<file path="config.mk">
export PLATFORM = sky130hd
export DESIGN_NAME = demux_l2
export DESIGN_NICKNAME = d
export VERILOG_FILES = /design/src/rtl/demux_l2.sv
export SDC_FILE = /design/constraint.sdc
export NUM_CORES = 1
export LEC_CHECK = 0
export ABC_AREA = 1
export BUFFER_PORTS_ARGS = -buffer_cell sky130_fd_sc_hd__buf_2
export CAP_MARGIN = 40
export CORE_MARGIN = 1.5
export CORE_UTILIZATION = 54
export CTS_CLUSTER_SIZE = 14
export DETAILED_ROUTE_END_ITERATION = 16
export HOLD_SLACK_MARGIN = 0.1
export PLACE_DENSITY = 0.89
export SKIP_LAST_GASP = 1
export SLEW_MARGIN = 20
export SYNTH_ARGS = -nofsm -noshare
export SYNTH_HDL_FRONTEND = slang
export SYNTH_SLANG_ARGS = --single-unit
</file>
<file path="constraint.sdc">
create_clock -name clk_4f -period 2.2 [get_ports clk_4f]
set_clock_uncertainty 0.15 [all_clocks]
set_input_delay 0.33 -clock clk_4f [delete_from_list [all_inputs] [get_ports clk_4f]]
set_output_delay 0.33 -clock clk_4f [all_outputs]
set_load 0.02 [all_outputs]
</file>
<file path="src/rtl/demux_l2.sv">
// ============================================================================
// demux_l2 -- byte-stream to 4-lane frame demultiplexer
//
// A free-running 2-bit slot pointer assigns each cycle of the incoming byte
// stream to one lane. Lanes 0..LANES-2 are parked in staging registers. In the
// last slot the staged lanes and the live last-lane byte go to the outputs
// together, so a frame is only ever presented whole. Invalid slots carry
// 8'h00 as their data.
//
// Optional feature (compile-time macro DEMUX_IDLE_EN):
//   defined   -> a 2-bit saturating counter tracks consecutive all-invalid
//                frames; idle_out rises when the second one is presented
//                and falls when a frame with any valid lane is presented.
//   undefined -> idle_out is tied to 0 and there is no counter.
//
// Parameters:
//   LANES       byte lanes per frame (only 4 is supported)
// Ports:
//   clk_4f      single clock at the serial byte rate, rising edge
//   reset       synchronous active-high reset
//   data_000    time-multiplexed input byte, one lane slot per cycle
//   valid_000   qualifies data_000 in the current slot
//   data_0d..3d demultiplexed lane bytes (registered)
//   valid_0d..3d per-lane valid flags (registered)
//   frame_done  one-cycle pulse in the cycle after a frame is presented
//   idle_out    link-idle indication
// ============================================================================
module demux_l2 #(
    parameter int LANES = 4
) (
    input  logic       clk_4f,
    input  logic       reset,
    input  logic [7:0] data_000,
    input  logic       valid_000,
    output logic [7:0] data_0d,
    output logic [7:0] data_1d,
    output logic [7:0] data_2d,
    output logic [7:0] data_3d,
    output logic       valid_0d,
    output logic       valid_1d,
    output logic       valid_2d,
    output logic       valid_3d,
    output logic       frame_done,
    output logic       idle_out
);

    logic [1:0]       slot_q;
    logic [7:0]       stg_data_q  [LANES-1];
    logic [LANES-2:0] stg_valid_q;
    logic [7:0]       out_data_q  [LANES];
    logic [LANES-1:0] out_valid_q;
    logic             frame_done_q;

    logic [7:0]       byte_in;
    logic             last_slot;
    logic             all_invalid;

    // Invalid slots are stored as zero so stale bytes never leak to outputs.
    assign byte_in     = valid_000 ? data_000 : 8'h00;
    assign last_slot   = (slot_q == 2'(LANES - 1));
    assign all_invalid = ~|{valid_000, stg_valid_q};

    // Slot pointer runs regardless of valid_000: there is no backpressure.
    always_ff @(posedge clk_4f) begin
        if (reset) begin
            slot_q       <= 2'd0;
            frame_done_q <= 1'b0;
        end else begin
            slot_q       <= slot_q + 2'd1;
            frame_done_q <= last_slot;
        end
    end

    genvar gi;

    // Staging for every lane except the last, which is taken live.
    generate
        for (gi = 0; gi < LANES - 1; gi++) begin : g_stage
            always_ff @(posedge clk_4f) begin
                if (reset) begin
                    stg_data_q[gi]  <= 8'h00;
                    stg_valid_q[gi] <= 1'b0;
                end else if (slot_q == 2'(gi)) begin
                    stg_data_q[gi]  <= byte_in;
                    stg_valid_q[gi] <= valid_000;
                end
            end
        end
    endgenerate

    // All output lanes update together on the last-slot edge.
    generate
        for (gi = 0; gi < LANES; gi++) begin : g_out
            always_ff @(posedge clk_4f) begin
                if (reset) begin
                    out_data_q[gi]  <= 8'h00;
                    out_valid_q[gi] <= 1'b0;
                end else if (last_slot) begin
                    if (gi < LANES - 1) begin
                        out_data_q[gi]  <= stg_data_q[gi];
                        out_valid_q[gi] <= stg_valid_q[gi];
                    end else begin
                        out_data_q[gi]  <= byte_in;
                        out_valid_q[gi] <= valid_000;
                    end
                end
            end
        end
    endgenerate

`ifdef DEMUX_IDLE_EN
    logic [1:0] idle_cnt_q;
    logic [1:0] idle_cnt_d;
    logic       idle_q;
    logic       idle_d;

    always_comb begin
        idle_cnt_d = idle_cnt_q;
        idle_d     = idle_q;
        if (last_slot) begin
            if (all_invalid) begin
                idle_cnt_d = (idle_cnt_q == 2'd3) ? 2'd3 : idle_cnt_q + 2'd1;
                // Second consecutive all-invalid frame or later.
                idle_d     = (idle_cnt_q != 2'd0);
            end else begin
                idle_cnt_d = 2'd0;
                idle_d     = 1'b0;
            end
        end
    end

    always_ff @(posedge clk_4f) begin
        if (reset) begin
            idle_cnt_q <= 2'd0;
            idle_q     <= 1'b0;
        end else begin
            idle_cnt_q <= idle_cnt_d;
            idle_q     <= idle_d;
        end
    end

    assign idle_out = idle_q;
`else
    logic unused_idle;
    assign unused_idle = all_invalid;
    assign idle_out    = 1'b0;
`endif

    assign data_0d    = out_data_q[0];
    assign data_1d    = out_data_q[1];
    assign data_2d    = out_data_q[2];
    assign data_3d    = out_data_q[3];
    assign valid_0d   = out_valid_q[0];
    assign valid_1d   = out_valid_q[1];
    assign valid_2d   = out_valid_q[2];
    assign valid_3d   = out_valid_q[3];
    assign frame_done = frame_done_q;

endmodule

</file>
# Word level (Yosys, flattened, before mapping)
# Memory sizes are Yosys's and may differ from the RTL's.
# Cells that the tools add are included.
[classes] add_sub_neg=1 n_mux=22 n_eq_ne=3 n_reduce_logical=1 bitwise_logic=7
[ops] operator="$mux W8" n=8
[ops] operator="$mux W1" n=14
[ops] operator="$or A1 B1 Y1" n=7
[ops] operator="$eq A2 B2 Y1 const B" n=2
[ops] operator="$add A2 B1 Y2 const B" n=1
[ops] operator="$eq A2 B1 Y1 const B" n=1
[ops] operator="$logic_not A2 Y1" n=1
[word_totals] ramBits=56 mem_count=2 word_cells=45 regBits=10
[memory_table] memory="out_data_q" words=4 word_bits=8 rd=4 rd_ports_with_merged_regs=0 write_ports=4 line_no="50" rtl="logic [7:0] out_data_q [LANES];"
[memory_table] memory="stg_data_q" words=3 word_bits=8 rd=3 rd_ports_with_merged_regs=0 write_ports=3 line_no="48" rtl="logic [7:0] stg_data_q [LANES-1];"

# Logic depth before layout (Yosys ltp)
# Gate-level depths: netlist (run 1).
[depth] ltp_word=5 mapped_depth=5 depth_no_buf=5

# Least setup slack after synthesis (run 1)
# OpenSTA, ideal clock, no wires.
[synth_timing] path_kind="register -> register" from="reg slot_q[0]" to="mem out_data_q[0][0], enable pin" path_slack_ns=0.373 arrival_time_ns=1.288 setup_time_ns=0.389 synth_period_minus_slack_ns=1.827 path_stages_with_launch=4 n_path_buf=0 cell_sequence="dfxtp_1 ha_1 inv_1 nand2_1"
[synth_rtl] item="start: declaration" line_no="47" rtl="logic [1:0] slot_q;"
[synth_rtl] item="start signal: assignment" line_no="69" rtl="slot_q <= slot_q + 2'd1;"
[synth_rtl] item="end: declaration" line_no="50"

==> out/qor.txt, run 1 <==
=================================================================================
Global-route wire length before repair                                    6850 um
Final worst-path cycle share                                                0.767
Clock latency of the later-clocked register in the worst-skew pair        0.33 ns
Antenna Cells                                                                   0
Yosys reg bits                                                                 66
TritonCTS Buffers                                                               9
Cell type of the slowest stage on the worst timing path              sky130_fd_sc_hd__dfxtp_1
# hold bufs at CTS                                                              0
Routing usage on met1                                                       0.245
Power per Cell Area                                                    907 nW/um2
Layout Nets                                                                   287
Total chip power                                                          2.75 mW
Clock transition at the registers of the reported paths                   0.07 ns
Net count after synthesis                                                     235
Final number of hold-violating endpoints                                        0
Worst Path Buf+Inv                                                              2
First-pass iteration count of the detailed router                               4
Peak-usage layer in the global routing report                                met2
Routed wire length                                                        4320 um
Met2 GRT Util                                                               0.276
Deepest clock path buffer count                                                 2
Worst Reg-to-Reg Cells                                                          4
Aggregate global-route resource usage                                       0.183
Total of buffers placed on input and output ports                              47
Distinct cell type count after synthesis                                       17
Kind of end point of the critical path                                       flop
Area of the die                                                          5210 um2
Routability-driven placement congestion ratio                               0.826
Hpwl dp                                                                   2980 um
Global route overflow                                                           0
Design internal power                                                     2.12 mW
Switching share of power                                                    0.228
Initial antenna violation count                                                 0
Register area share after synthesis                                         0.729
Net switching power                                                      0.627 mW
Final Slew Violations                                                           0
Crit Path Class                                                           reg2reg
TNS Setup                                                                    0 ns
Largest net degree at the start of global routing                              33
Cell type with the highest aggregate area in the netlist             sky130_fd_sc_hd__edfxtp_1
Reported max-cap violation count                                                0
Post-CTS resize count                                                           0
Critical path peak fanout                                                      10
Die Wd                                                                    72.2 um
Placed cell areas                                                        2830 um2
Number of instances in the synthesized netlist                                217
Die outline height                                                        72.2 um
Clock group share of total power                                            0.381
End of the worst register-to-register path                           stg_data_q[0][3]
Worst Hold Depth                                                                2
Upper clock frequency limit                                             0.593 GHz
Setup slack of the critical path after layout                            0.513 ns
Total non-filler cell area in the finished layout                        3030 um2
Ratio of cells with drive above 1 in the final layout                       0.252
Hold_sp                                                                     reset
Startpoint of the worst-slack reg-to-reg timing path                    slot_q[0]
Root Buffer Master                                                   sky130_fd_sc_hd__clkbuf_8
Number of rows created at floorplan                                            24
TritonCTS clock tree                                                         done
Synth warnings                                                                  0
Average detailed-routed wire length per instance                          13.2 um
Class of the tightest hold or removal check                                in2reg
Hold Crit Endpoint                                                      slot_q[0]
Count of unresolved DRC violations after routing                                0
Met3 Track Usage GR                                                        0.0486
Result of the run                                                       completed
Avg Cell Area, Syn                                                       11.9 um2
Delay-heaviest family, CP                                              flip-flops
Series of cell instances along the critical path                     inv_1 -> ha_1 -> clkinv_1 -> nand2_1
Core region area                                                         4470 um2
Post-placement worst setup slack                                         0.516 ns
Share of the synthesized area in the top cell type                          0.651
Standby leakage power                                                     1.33 nW
IR Drop Worst-Case VDD                                                   0.536 mV
Clock tree sinks                                                               66
CTS HTree Levels                                                                3
Total vias in the final route                                                1561
Commonest non-fill, non-tap cell in the layout                       sky130_fd_sc_hd__nor2_1
Reg-to-reg setup timing slack                                             0.51 ns
Part of the power in combinational logic                                    0.085
Worst Path Arrival                                                        1.54 ns
Setup Fix Bufs, Post-CTS                                                        0
CP required                                                               2.06 ns
Proportion of power drawn by flip-flops and latches                         0.535
Starting Density                                                            0.577
Layout overhead on the synthesized area                                     17.4%
Element type at the critical path start                                      flop
I/O pin total                                                                  49
Avg Vias per Cell                                                            4.79
Crit path time final                                                      1.69 ns
Initial DRC count                                                             115
Number of global-route vias before repair                                    1420
Total of fill cells in the finished design                                    321
Most frequent cells in the layout                                    sky130_fd_sc_hd__nor2_1 (61), sky130_fd_sc_hd__edfxtp_1 (56), sky130_fd_sc_hd__buf_2 (47), sky130_fd_sc_hd__inv_1 (32), sky130_fd_sc_hd__nand2_1 (25)
Biggest area contributors in the synthesized netlist                 sky130_fd_sc_hd__edfxtp_1 (65%), sky130_fd_sc_hd__nor2_1 (8.9%), sky130_fd_sc_hd__dfxtp_1 (7.8%)
Number of setup violations in the final report                                  0
RSZ-0062 raised after global routing                                        false
Post-synth design cell area                                              2580 um2
Residual antenna-violating net count after detailed routing                     0
CP max stage delay                                                        0.36 ns
=================================================================================
## flip-flops by register name, summed over array words and instances (netlist names)
name	count
out_data_q	32
stg_data_q	24
stg_valid_q	3
slot_q	2
frame_done	1
valid_0d	1
valid_1d	1
valid_2d	1
valid_3d	1
## worst max-delay path by stage
stage | start | to | slack (ns) | depth (start not counted)
after floorplan | slot_q[0] | out_data_q[0][0] | 0.37 | 3
after global placement | slot_q[0] | stg_data_q[0][3] | 0.61 | 4
after detailed placement | slot_q[0] | stg_data_q[0][5] | 0.52 | 4
after CTS | slot_q[0] | stg_data_q[0][4] | 0.51 | 4
after global routing | slot_q[0] | stg_data_q[0][3] | 0.36 | 4
final | slot_q[0] | stg_data_q[0][3] | 0.51 | 4
## cells by family (layout without fill, tap and decap cells)
kind of cell / Yosys count / after routing / synth area share
buf+inv: 42 / 99 / 0.0775
flops: 66 / 66 / 0.729
simple gates: 101 / 101 / 0.158
other cells: 1 / 1 / 0.00145
fa+ha+maj: 7 / 7 / 0.0339
## metrics by stage
stage	instances	hold slack, ns	utilization
5_1_grt	326	0.209	0.678
4_1_cts	326	0.169	0.678
3_5_place_dp	310	0.311	0.631
3_3_place_gp	310	0.310	0.631
2_1_floorplan	217	0.296	-
6_report	326	0.172	0.678
## final cells by class
type | instances | area (um2) | area share
Sequential cell | 66 | 1880 | 0.620
Multi-Input combinational cell | 109 | 500 | 0.165
Timing Repair Buffer | 49 | 250 | 0.0825
Clock buffer | 14 | 173 | 0.0569
Inverter | 34 | 128 | 0.0421
Tap cell | 52 | 65.1 | 0.0215
Clock inverter | 2 | 35.0 | 0.0116
## worst register-to-register path, stage by stage (launching register included)
cell and delay [ns]:
sky130_fd_sc_hd__dfxtp_1 0.36, sky130_fd_sc_hd__inv_1 0.13, sky130_fd_sc_hd__ha_1 0.18, sky130_fd_sc_hd__clkinv_1 0.21
sky130_fd_sc_hd__nand2_1 0.33
## power by group through the flow
| stage | combinational [mW] | clock (mW) | sequential [mW] |
|---|---|---|---|
| CTS | 0.235 | 1.05 | 1.47 |
| global route | 0.259 | 1.10 | 1.48 |
| finish | 0.233 | 1.05 | 1.47 |
| global placement | 0.226 | 0 | 1.49 |
| floorplan | 0.113 | 0 | 1.55 |
| detailed placement | 0.234 | 0 | 1.50 |
## Yosys cell counts
| library cell | count |
|---|---|
| sky130_fd_sc_hd__nor2_1 | 61 |
| sky130_fd_sc_hd__edfxtp_1 | 56 |
| sky130_fd_sc_hd__inv_1 | 32 |
| sky130_fd_sc_hd__nand2_1 | 25 |
| sky130_fd_sc_hd__dfxtp_1 | 10 |
| sky130_fd_sc_hd__nor3_1 | 8 |
| sky130_fd_sc_hd__ha_1 | 7 |
| sky130_fd_sc_hd__buf_6 | 4 |
| sky130_fd_sc_hd__buf_4 | 3 |
| sky130_fd_sc_hd__nand3_1 | 2 |
| sky130_fd_sc_hd__nor2_2 | 2 |
| sky130_fd_sc_hd__or2_2 | 2 |
| sky130_fd_sc_hd__buf_2 | 1 |
| sky130_fd_sc_hd__clkinv_1 | 1 |
| sky130_fd_sc_hd__conb_1 | 1 |
| sky130_fd_sc_hd__inv_2 | 1 |
| sky130_fd_sc_hd__nand2_4 | 1 |
## metal layers
metal,vias up,routed length (um)
li1,786,-
met1,704,1920
met2,59,2030
met3,12,279
met4,0,87
met5,-,0
No activity file was read; power rests on OpenSTA's default activity.
==> run 2: changes to the inputs <==
==> constraint.sdc (replaced) <==
create_clock -name clk_4f -period 1.6 [get_ports clk_4f]
set_clock_uncertainty 0.15 [all_clocks]
set_input_delay 0.24 -clock clk_4f [delete_from_list [all_inputs] [get_ports clk_4f]]
set_output_delay 0.24 -clock clk_4f [all_outputs]
set_load 0.02 [all_outputs]
==> run 2 against run 1 <==
Against the previous run:
- die area unchanged
- critical path type unchanged
- first-iteration DRC count down 30%
- fmax up 13%
- final cell count up 0.61%
- clock power up 20%
==> out/qor.txt, run 2 (synthesis gave the netlist of run 1 again) <==
=================================================================================
Starting Density                                                            0.577
Routed length on met3                                                      169 um
Highest Signal Layer                                                         met4
Standby leakage power                                                     1.34 nW
TritonCTS clock tree                                                         done
TNS Setup                                                                    0 ns
Average detailed-routed wire length per instance                          12.4 um
Clock transition at the registers of the reported paths                   0.07 ns
Met1 Routed Length                                                        1720 um
Deepest clock path buffer count                                                 2
Global-route wire length before repair                                    6620 um
Result of the run                                                       completed
Root Buffer Master                                                   sky130_fd_sc_hd__clkbuf_8
Number of rows created at floorplan                                            24
Number of setup violations in the final report                                  0
Series of cell instances along the critical path                     inv_1 -> ha_1 -> or2_2
Max FFs per register                                                           32
First-pass iteration count of the detailed router                               5
Net switching power                                                      0.833 mW
Upper clock frequency limit                                             0.671 GHz
Met2 wirelength from detailed routing                                     2130 um
Layout overhead on the synthesized area                                     17.9%
Residual antenna-violating net count after detailed routing                     0
RSZ-0062 raised after global routing                                        false
CTS HTree Levels                                                                3
I/O pin total                                                                  49
Switching share of power                                                    0.230
Largest net degree at the start of global routing                              33
Area of the die                                                          5210 um2
IR Drop Worst-Case VDD                                                   0.572 mV
Worst Path Arrival                                                        1.40 ns
Clock tree sinks                                                               66
CP required                                                               1.51 ns
Setup Fix Bufs, Post-CTS                                                        0
Core occupancy in the finished layout                                       0.681
Worst Path Buf+Inv                                                              1
Count of unresolved DRC violations after routing                                0
Placed cell areas                                                        2860 um2
Commonest non-fill, non-tap cell in the layout                       sky130_fd_sc_hd__nor2_1
Final Slew Violations                                                           0
Layout Nets                                                                   289
Power per Cell Area                                                   1190 nW/um2
Total of buffers placed on input and output ports                              47
Crit Path Class                                                           reg2reg
Reported max-cap violation count                                                0
Most frequent cells in the layout                                    sky130_fd_sc_hd__nor2_1 (61), sky130_fd_sc_hd__edfxtp_1 (56), sky130_fd_sc_hd__buf_2 (47), sky130_fd_sc_hd__inv_1 (32), sky130_fd_sc_hd__nand2_1 (22)
Total of fill cells in the finished design                                    313
Hpwl dp                                                                   2860 um
Ratio of cells with drive above 1 in the final layout                       0.268
Element type at the critical path start                                      flop
Total chip power                                                          3.61 mW
Routed wire length                                                        4080 um
Class of the tightest hold or removal check                                in2reg
CP max stage delay                                                        0.41 ns
Proportion of power drawn by flip-flops and latches                         0.559
Initial DRC count                                                              80
Initial antenna violation count                                                 0
Total vias in the final route                                                1554
Die Wd                                                                    72.2 um
Antenna Cells                                                                   0
Cell type of the slowest stage on the worst timing path              sky130_fd_sc_hd__dfxtp_1
TritonCTS Buffers                                                               9
Hold_ws                                                                  0.127 ns
Aggregate global-route resource usage                                       0.175
Avg Vias per Cell                                                            4.74
Die outline height                                                        72.2 um
Core region area                                                         4470 um2
Crit path time final                                                      1.49 ns
Clock group share of total power                                            0.349
Delay-heaviest family, CP                                              flip-flops
Part of the power in combinational logic                                    0.092
Routability-driven placement congestion ratio                               0.829
Clock latency of the later-clocked register in the worst-skew pair        0.33 ns
Final number of hold-violating endpoints                                        0
Design internal power                                                     2.78 mW
Critical path peak fanout                                                       8
Total non-filler cell area in the finished layout                        3050 um2
Registers with the highest flip-flop counts                          out_data_q: 32 flops, stg_data_q: 24 flops, stg_valid_q: 3 flops
Number of global-route vias before repair                                    1487
Kind of end point of the critical path                                       flop
Final worst-path cycle share                                                0.932
Most flop-heavy register                                               out_data_q
Global route overflow                                                           0
=================================================================================
[run 2: metal layers]
metal / up-vias / track usage
met1: 712 / 0.206
li1: 788 / -
met2: 48 / 0.289
met4: 0 / 0.0839
met5: - / 0
met3: 6 / 0.0597
[run 2: per-stage QoR]
stage,std cells,worst slack (ns)
6_report,328,0.109
5_1_grt,328,0.0312
4_1_cts,328,0.0626
3_5_place_dp,312,0.0744
3_3_place_gp,312,0.133
2_1_floorplan,217,0.0683
[run 2: tightest hold or removal path: stages]
cell                     delay, ns
sky130_fd_sc_hd__buf_2        0.09
sky130_fd_sc_hd__buf_4        0.18
sky130_fd_sc_hd__nor2_1       0.06
[run 2: what timing repair did]
action | 4_1_cts | 5_1_grt
endpoints found under the setup margin | 0 | 23
hold buffers | 0 | 0
gates resized for setup | 0 | 3
endpoints found under the hold margin | 0 | 0
[run 2: final timing paths]
kind              startpoint          endpoint  slack [ns]  depth (start not counted)
setup / recovery   slot_q[1]  stg_data_q[1][4]        0.11                          3
hold / removal         reset         slot_q[1]        0.13                          3
setup reg to reg   slot_q[1]  stg_data_q[1][4]        0.11                          3
hold reg to reg     valid_1d          valid_1d        0.32                          2
[run 2: power groups by stage]
stage / Combinational [mW] / Clock, mW / Sequential [mW]
3_3_place_gp: 0.320 / 0 / 2.05
6_report: 0.332 / 1.26 / 2.02
3_5_place_dp: 0.332 / 0 / 2.06
5_1_grt: 0.368 / 1.36 / 2.03
2_1_floorplan: 0.156 / 0 / 2.12
4_1_cts: 0.333 / 1.28 / 2.02
[run 2: cell type report]
class / count / area (um2) / share of cell area
Multi-Input combinational cell: 109 / 508 / 0.167
Sequential cell: 66 / 1880 / 0.618
Inverter: 34 / 128 / 0.0419
Timing Repair Buffer: 51 / 278 / 0.0912
Clock inverter: 2 / 10.0 / 0.00329
Clock buffer: 14 / 174 / 0.0571
Tap cell: 52 / 65.1 / 0.0214
